--- config.mk ---
export PLATFORM = sky130hd
export DESIGN_NAME = lab_host_link
export DESIGN_NICKNAME = d
export VERILOG_FILES = /design/src/rtl/lab_host_link.sv
export SDC_FILE = /design/constraint.sdc
export NUM_CORES = 1
export LEC_CHECK = 0
export CELL_PAD_IN_SITES_DETAIL_PLACEMENT = 0
export CELL_PAD_IN_SITES_GLOBAL_PLACEMENT = 2
export CORE_ASPECT_RATIO = 0.8
export CORE_MARGIN = 10
export CORE_UTILIZATION = 31
export CTS_CLUSTER_DIAMETER = 60
export DETAILED_ROUTE_END_ITERATION = 8
export GPL_TIMING_DRIVEN = 1
export PLACE_DENSITY_LB_ADDON = 0.1
export SLEW_MARGIN = 15
export SYNTH_ARGS = -nofsm -noshare
export SYNTH_HDL_FRONTEND = slang
export SYNTH_SLANG_ARGS = --single-unit
--- constraint.sdc ---
create_clock -name i_CLK -period 2.4 [get_ports i_CLK]
set_input_delay 0.72 -clock i_CLK [delete_from_list [all_inputs] [get_ports i_CLK]]
set_output_delay 0.72 -clock i_CLK [all_outputs]
set_load 0.05 [all_outputs]
--- src/rtl/lab_host_link.sv ---
// Host link: sends 0xA5 switch/button command frames on o_TX and decodes 0x5A status frames from i_RX.
// Build option LAB_HOST_LINK_AUTOSEND_EN: also transmit whenever {i_BUTTON,i_SWITCH} changes.
module lab_host_link #(
  parameter int baud  = 9600,
  parameter int clock = 50000000
) (
  input  logic       i_CLK,
  input  logic       i_RST,
  input  logic       i_RX,
  output logic       o_TX,
  input  logic [9:0] i_SWITCH,
  input  logic [3:0] i_BUTTON,
  input  logic       i_SEND,
  output logic       o_BUSY,
  output logic [9:0] o_LEDS,
  output logic [6:0] o_7S0,
  output logic [6:0] o_7S1,
  output logic [6:0] o_7S2,
  output logic [6:0] o_7S3,
  output logic [6:0] o_7S4,
  output logic [6:0] o_7S5,
  output logic       o_VALID,
  output logic       o_ERR
);
  localparam int BIT = clock / baud;
  localparam int CW  = $clog2(BIT + 1);
  localparam logic [CW-1:0] BIT_LAST  = CW'(BIT - 1);
  localparam logic [CW-1:0] HALF_LAST = CW'(BIT / 2 - 1);

  typedef enum logic [1:0] {T_IDLE, T_START, T_DATA, T_STOP} tx_state_e;
  typedef enum logic [1:0] {R_IDLE, R_START, R_DATA, R_STOP} rx_state_e;

  tx_state_e       tx_state_q, tx_state_d;
  logic [CW-1:0]   tx_cnt_q, tx_cnt_d;
  logic [2:0]      tx_bit_q, tx_bit_d;
  logic [1:0]      tx_byte_q, tx_byte_d;
  logic [13:0]     snap_q, snap_d;
  logic [7:0]      tx_data;
  logic            tx_tick, send_req;

  rx_state_e       rx_state_q, rx_state_d;
  logic            rx_s1_q, rx_s2_q, rx_prev_q;
  logic [CW-1:0]   rx_cnt_q, rx_cnt_d;
  logic [2:0]      rx_bit_q, rx_bit_d;
  logic [7:0]      rx_sh_q, rx_sh_d;
  logic            rx_tick, byte_ok, byte_bad;

  logic            par_body_q, par_body_d;
  logic [3:0]      par_idx_q, par_idx_d;
  logic [9:0]      led_sh_q, led_sh_d, leds_q, leds_d;
  logic [4:0][6:0] hex_sh_q, hex_sh_d;
  logic [5:0][6:0] hex_q, hex_d;
  logic            valid_q, valid_d, err_q, err_d;

`ifdef LAB_HOST_LINK_AUTOSEND_EN
  // snap_q holds the last transmitted state, so any difference means unsent changes
  assign send_req = i_SEND || ({i_BUTTON, i_SWITCH} != snap_q);
`else
  assign send_req = i_SEND;
`endif

  assign tx_tick = (tx_cnt_q == BIT_LAST);
  assign tx_data = (tx_byte_q == 2'd0) ? 8'hA5 :
                   (tx_byte_q == 2'd1) ? snap_q[7:0] : {snap_q[13:10], 2'b00, snap_q[9:8]};

  always_ff @(posedge i_CLK) begin
    if (!i_RST) begin
      tx_state_q <= T_IDLE;
      tx_cnt_q   <= '0;
      tx_bit_q   <= '0;
      tx_byte_q  <= '0;
      snap_q     <= '0;
    end else begin
      tx_state_q <= tx_state_d;
      tx_cnt_q   <= tx_cnt_d;
      tx_bit_q   <= tx_bit_d;
      tx_byte_q  <= tx_byte_d;
      snap_q     <= snap_d;
    end
  end

  always_comb begin
    tx_state_d = tx_state_q;
    tx_cnt_d   = tx_tick ? '0 : tx_cnt_q + CW'(1);
    tx_bit_d   = tx_bit_q;
    tx_byte_d  = tx_byte_q;
    snap_d     = snap_q;
    case (tx_state_q)
      T_IDLE: begin
        tx_cnt_d = '0;
        if (send_req) begin
          snap_d     = {i_BUTTON, i_SWITCH};
          tx_byte_d  = 2'd0;
          tx_state_d = T_START;
        end
      end
      T_START: if (tx_tick) begin
        tx_bit_d   = 3'd0;
        tx_state_d = T_DATA;
      end
      T_DATA: if (tx_tick) begin
        tx_bit_d = tx_bit_q + 3'd1;
        if (tx_bit_q == 3'd7) tx_state_d = T_STOP;
      end
      default: if (tx_tick) begin
        // bytes run back to back: STOP goes straight to the next START
        tx_byte_d  = tx_byte_q + 2'd1;
        tx_state_d = (tx_byte_q == 2'd2) ? T_IDLE : T_START;
      end
    endcase
  end

  always_comb begin
    o_BUSY = (tx_state_q != T_IDLE);
    case (tx_state_q)
      T_START: o_TX = 1'b0;
      T_DATA:  o_TX = tx_data[tx_bit_q];
      default: o_TX = 1'b1;
    endcase
  end

  assign rx_tick = (rx_cnt_q == BIT_LAST);

  always_ff @(posedge i_CLK) begin
    if (!i_RST) begin
      rx_s1_q    <= 1'b1;
      rx_s2_q    <= 1'b1;
      rx_prev_q  <= 1'b1;
      rx_state_q <= R_IDLE;
      rx_cnt_q   <= '0;
      rx_bit_q   <= '0;
      rx_sh_q    <= '0;
      par_body_q <= 1'b0;
      par_idx_q  <= '0;
      led_sh_q   <= '0;
      hex_sh_q   <= '0;
      leds_q     <= '0;
      hex_q      <= {6{7'h7F}};
      valid_q    <= 1'b0;
      err_q      <= 1'b0;
    end else begin
      rx_s1_q    <= i_RX;
      rx_s2_q    <= rx_s1_q;
      rx_prev_q  <= rx_s2_q;
      rx_state_q <= rx_state_d;
      rx_cnt_q   <= rx_cnt_d;
      rx_bit_q   <= rx_bit_d;
      rx_sh_q    <= rx_sh_d;
      par_body_q <= par_body_d;
      par_idx_q  <= par_idx_d;
      led_sh_q   <= led_sh_d;
      hex_sh_q   <= hex_sh_d;
      leds_q     <= leds_d;
      hex_q      <= hex_d;
      valid_q    <= valid_d;
      err_q      <= err_d;
    end
  end

  always_comb begin
    rx_state_d = rx_state_q;
    rx_cnt_d   = rx_cnt_q + CW'(1);
    rx_bit_d   = rx_bit_q;
    rx_sh_d    = rx_sh_q;
    byte_ok    = 1'b0;
    byte_bad   = 1'b0;
    case (rx_state_q)
      R_IDLE: begin
        rx_cnt_d = '0;
        if (rx_prev_q && !rx_s2_q) rx_state_d = R_START;
      end
      R_START: if (rx_cnt_q == HALF_LAST) begin
        rx_cnt_d   = '0;
        rx_bit_d   = 3'd0;
        rx_state_d = rx_s2_q ? R_IDLE : R_DATA;
      end
      R_DATA: if (rx_tick) begin
        rx_cnt_d = '0;
        rx_sh_d  = {rx_s2_q, rx_sh_q[7:1]};
        rx_bit_d = rx_bit_q + 3'd1;
        if (rx_bit_q == 3'd7) rx_state_d = R_STOP;
      end
      default: if (rx_tick) begin
        rx_cnt_d   = '0;
        byte_ok    = rx_s2_q;
        byte_bad   = !rx_s2_q;
        rx_state_d = R_IDLE;
      end
    endcase
  end

  // Frame parser: body bytes go to shadows; byte 8 commits everything in one edge
  always_comb begin
    par_body_d = par_body_q;
    par_idx_d  = par_idx_q;
    led_sh_d   = led_sh_q;
    hex_sh_d   = hex_sh_q;
    leds_d     = leds_q;
    hex_d      = hex_q;
    valid_d    = 1'b0;
    err_d      = byte_bad;
    if (byte_bad) begin
      par_body_d = 1'b0;
    end else if (byte_ok) begin
      if (!par_body_q) begin
        par_body_d = (rx_sh_q == 8'h5A);
        par_idx_d  = 4'd1;
      end else begin
        par_idx_d = par_idx_q + 4'd1;
        case (par_idx_q)
          4'd1: led_sh_d[7:0] = rx_sh_q;
          4'd2: led_sh_d[9:8] = rx_sh_q[1:0];
          4'd8: begin
            leds_d     = led_sh_q;
            hex_d      = {rx_sh_q[6:0], hex_sh_q};
            valid_d    = 1'b1;
            par_body_d = 1'b0;
          end
          default: hex_sh_d[3'(par_idx_q - 4'd3)] = rx_sh_q[6:0];
        endcase
      end
    end
  end

  assign o_LEDS  = leds_q;
  assign o_7S0   = hex_q[0];
  assign o_7S1   = hex_q[1];
  assign o_7S2   = hex_q[2];
  assign o_7S3   = hex_q[3];
  assign o_7S4   = hex_q[4];
  assign o_7S5   = hex_q[5];
  assign o_VALID = valid_q;
  assign o_ERR   = err_q;
endmodule
Word level (Yosys, flattened, before mapping)
Cells that the tools add are included.
Storage, ports and cells
  register bits after elaboration: 167
  output and inout port bits: 56
  input port bits: 18
  word-level logic and storage cells: 140
Cells by class
  bitwise logic cells: 6
  add/subtract/negate cells: 7
  mux-type cells: 42
  eq/ne operators: 23
  reductions and logical operators: 29
  magnitude comparators: 3
Operator list (count)
  $bwmux W35: 1
  $add A13 B1 Y13 const B: 2
  $eq A13 B13 Y1 const B: 2
  $mux W13: 2
  $mux W2: 13
  $pmux W13 S2: 1
  $demux W7 S3: 1
  $mux W8: 2
  $ne A2 B2 Y1 const B: 8
  $reduce_and A4 Y1: 4
  $eq A13 B12 Y1 const B: 1
  $mux W3: 4
  $pmux W2 S3: 2
  $pmux W3 S2: 2
  $reduce_and A5 Y1: 2
  $mux W1: 9
  $reduce_and A3 Y1: 3
  $reduce_or A3 Y1: 3
  $eq A8 B7 Y1 const B: 1
  $lt A3 B4 Y1 const B: 2
  $reduce_bool A2 Y1: 4
  $mux W7: 1
  $add A3 B1 Y3 const B: 2
  $eq A2 B1 Y1 const B: 3
  21 further kinds: 35

Longest topological paths before layout
  depth in word-level cells: 6
  depth in mapped cells: 9
  gate-level depth less buffers: 6

Worst setup path before layout
Ideal clock, no wire load.
  path type: reg-to-output
  from: register tx_byte_q[1]
  to: output o_TX
  stages on the path, launching flop included: 7
  buffers on the path: 0
  slack: -0.579 ns
  data arrival time: 2.259 ns
  required time: 1.680 ns
  cell sequence: dfxtp_1 -> inv_1 -> ha_1 -> mux4_2 -> a21oi_1 -> o211a_1 -> a221oi_1
On the way
  longest elaborated chain between the ends: 6
  elaborated cells on any way between the ends: 7
  classes of those cells: eq/ne (1); mux (5); reduce/logical (1)
RTL lines
  start: declaration: line 36  | logic [1:0] tx_byte_q, tx_byte_d;
  start signal: assignment: line 77  | tx_byte_q <= tx_byte_d;
  $eq A2 B1 Y1: line 64  | (tx_byte_q == 2'd1) ? snap_q[7:0] : {snap_q[13:10], 2'b00, snap_q[9:8]};
  $mux W8: line 64
  $mux W8 *: line 63  | assign tx_data = (tx_byte_q == 2'd0) ? 8'hA5 :
  $bmux W1 S3 *: line 117  | T_DATA: o_TX = tx_data[tx_bit_q];
  $mux W1 (not written as such) *: line 117
  $pmux W1 S2 *: line 115  | case (tx_state_q)
  end: declaration: line 10  | output logic o_TX,
Every way passes the cells marked *; elsewhere a longest branch is shown, timed or not. The select of a mux whose other input is x is not followed.

Final worst setup path
Ends and elaborated chain as after synthesis.

==> results.py <==
metrics = {
    "run_status": {
        "status": "complete, but fails checks",
        "violations": "negative setup slack",
    },
    "timing": {
        "layout_setup_ws_ns": -0.249,
        "slew-limit-headroom": 0.582,
        "setup_viol": 1,
        "fmax_mhz": 377,
        "min_period_ns": 2.65,
        "finalMaxSlewViolations": 0,
        "worst_pin_slew_ns": 0.619,
        "hold_viol": 0,
        "finalCritPeriodShare": 1.10,
        "finClkSkew_ns": 0.0130,
        "rsz0062_at_grt": "true",
    },
    "drt": {
        "vias": 6407,
        "dr.pass1.iters": 5,
        "drt-total-wl_mm": 21.2,
        "drt-wirelength-per-cell_um": 17.1,
        "drtIter0Drc": 341,
        "drcViolationCount": 0,
        "postRouteAntennaNets": 0,
        "vias_per_cell": 5.18,
    },
    "final_layout": {
        "drive_gt1_frac": 0.128,
        "diodes": 0,
        "area_growth_pct": 27.8,
        "fillCellCount": 2279,
        "fin_area_um2": 9240,
        "layout.nets": 953,
    },
    "floorplanning": {
        "die_y_um": 157,
        "die_w_um": 191,
        "dieArea_um2": 29800,
        "start_util": 0.318,
        "io_pins": 74,
        "rows": 49,
        "core-area_um2": 22700,
    },
    "clocking": {
        "holdBufCountCts": 0,
        "cts_num_sinks": 167,
        "numCtsBuffers": 17,
        "cts.clk_slew.worst_paths_ns": 0.07,
        "clock_latency_ns": 0.43,
        "clock_path_buffers": 2,
        "cts_root_buf": "clkbuf_16",
        "cts_tree": "done",
        "h-tree-depth": 4,
    },
    "power_and_ir_drop": {
        "p_leak_nw": 3.07,
        "ir_drop_mv": 0.440,
        "powerDensity_nw_per_um2": 664,
        "p_total_mw": 6.13,
    },
    "grt": {
        "antenna_found_initial": 0,
        "grt_overflow": 0,
        "gr-usage-all-layers": 0.141,
        "grt_pass1_vias": 6297,
        "grt_max_degree": 65,
        "grt_pass1_wl_mm": 34.0,
    },
    "synthesis": {
        "netlist_instances": 850,
        "synth.ff_latch_count": 167,
        "syn-cell-area_um2": 7220,
        "yosys_warnings": 0,
        "synth_edf_count": 0,
        "synth_cell_type_count": 55,
        "ys.flop_type": "dfxtp_1",
        "avgSynthCellArea_um2": 8.50,
        "async_flop_share": 0,
        "ys_seq_area_frac": 0.463,
        "syn_nets": 885,
        "synth_area_leader_cell": "dfxtp_1",
        "synth_area_leaders": "dfxtp_1 (46%), nand3_1 (9.1%), o21ai_0 (4.8%), a21oi_1 (4.6%), nand2_1 (4.2%)",
        "yosys.area.top_type_share": 0.463,
    },
    "setup_path": {
        "cp_max_fo": 4,
        "path_cells": "inv_2 -> ha_4 -> mux4_2 -> nor3b_2 -> o211a_1 -> a221oi_4 -> buf_12",
        "cpMaxStageDelayCell": "dfxtp_2",
        "cpPeakStageDelay_ns": 0.34,
        "startpoint_type": "register",
        "end_kind": "output port",
        "required_ns": 1.68,
        "worstPathArrival_ns": 1.93,
        "crit_type": "reg -> out",
    },
    "placed_design": {
        "routabilityCongestion": 0.834,
        "dp_hpwl_mm": 15.0,
        "placed_cell_area_um2": 8560,
        "place.port_buffers": 73,
    },
    "worst_hold_path": {
        "holdCritPathClass": "reg -> reg",
    },
    "job": {
        "max_cap_violations": 0,
    },
}
-- path summary, 6_finish.rpt --
path,start,endpoint,slack (ns),cells after the start
setup / recovery,tx_byte_q[1],o_TX,-0.25,7
hold / removal,rx_s1_q,rx_s2_q,0.43,1
setup reg to reg,rx_cnt_q[1],hex_sh_q[17],0.09,6
hold reg to reg,rx_s1_q,rx_s2_q,0.43,1
-- registers in the layout (all words and copies together) (netlist names), 4 cells and up --
signal,count
o_7S3,7
par_idx_q,4
hex_sh_q,35
rx_sh_q,8
tx_cnt_q,13
o_7S5,7
o_LEDS,10
led_sh_q,10
o_7S2,7
o_7S4,7
snap_q,14
o_7S1,7
rx_cnt_q,13
o_7S0,7
-- synth_stat cells, types with 6 or more instances --
| library cell | number |
|---|---|
| a21oi_1 | 66 |
| and3_1 | 6 |
| buf_2 | 6 |
| clkbuf_1 | 62 |
| dfxtp_1 | 167 |
| ha_1 | 17 |
| inv_1 | 17 |
| mux2i_1 | 28 |
| nand2_1 | 81 |
| nand3_1 | 132 |
| nand4_1 | 20 |
| nor2_1 | 46 |
| nor3_1 | 8 |
| nor4_1 | 11 |
| o21ai_0 | 69 |
| o31ai_1 | 11 |
| o41ai_1 | 14 |
| xnor2_1 | 14 |
| xor2_1 | 9 |
-- area by class of cell --
cell class              count  area (µm²)  share of cell area
clock buffers              19         443              0.0480
clock inverters            13         110              0.0119
inverters                  18        67.6             0.00732
multi-input cells         592        3660               0.396
flip-flops and latches    167        3350               0.363
well taps                 306         383              0.0415
repair buffers            122        1220               0.132
-- power by group --
group / total, mW / leakage, nW / switching, mW / internal, mW
clock network: 2.60 / 0.261 / 1.22 / 1.38
registers: 2.88 / 1.35 / 0.0491 / 2.83
logic: 0.655 / 1.45 / 0.389 / 0.266
-- stage by stage --
stage                     hold slack (ns)   util  setup slack [ns]  setup TNS (ns)  cells
after global routing                0.458  0.407            -0.322          -0.322   1237
after floorplan                     0.386      -          -0.00526         -0.0105    850
after CTS                           0.433  0.404            -0.273          -0.273   1237
after detailed placement            0.408  0.377           -0.0522          -0.200   1204
after global placement              0.398  0.377            0.0345               0   1204
final                               0.425  0.407            -0.249          -0.249   1237
-- cell usage in the layout (no fill, tap or decap), types with 9 or more instances in the layout --
cell type,synthesis,layout
ha_1,17,14
xnor2_1,14,14
dfxtp_1,167,162
o31ai_1,11,10
nand2_1,81,81
mux2i_1,28,28
buf_12,0,9
o21ai_0,69,69
inv_1,17,15
nand3_1,132,132
o41ai_1,14,9
nand4_1,20,20
clkdlybuf4s50_1,0,66
nor2_1,46,45
nor4_1,11,10
a21oi_1,66,65
buf_4,0,39
xor2_1,9,9
clkbuf_16,0,17
-- critical path, delay by kind of cell (launching register included) --
family          cells  cell delay [ns]
fa+ha+maj           1             0.17
simple gates        1             0.05
buf+inv             2             0.23
compound gates      2             0.48
mux                 1             0.24
flops               1             0.34
-- logic make-up (layout without fill, tap and decap cells) --
group	count (synthesis)	in the layout	share of synthesized area
xor gates and xnor gates	23	23	0.0279
muxes	30	30	0.0450
buffers and inverters	91	172	0.0504
adders and majority gates	17	17	0.0294
AOI/OAI and AO/OA	179	179	0.144
and+or+nand+nor	343	343	0.240
DFF	167	167	0.463
-- metal layers --
layer | vias up | share of wire | track usage
li1 | 3180 | - | -
met1 | 3099 | 0.50 | 0.191
met2 | 113 | 0.45 | 0.219
met3 | 15 | 0.044 | 0.0342
met4 | 0 | 0.0089 | 0.0352
met5 | - | 0 | 0
-- what timing repair did --
| item | 4_1_cts | 5_1_grt |
|---|---|---|
| endpoints found under the setup margin | 11 | 37 |
| resized for setup | 12 | 18 |
| pin swaps | 5 | 5 |
| buffers inserted | 1 | 0 |
No activity file was read; power rests on OpenSTA's default activity.
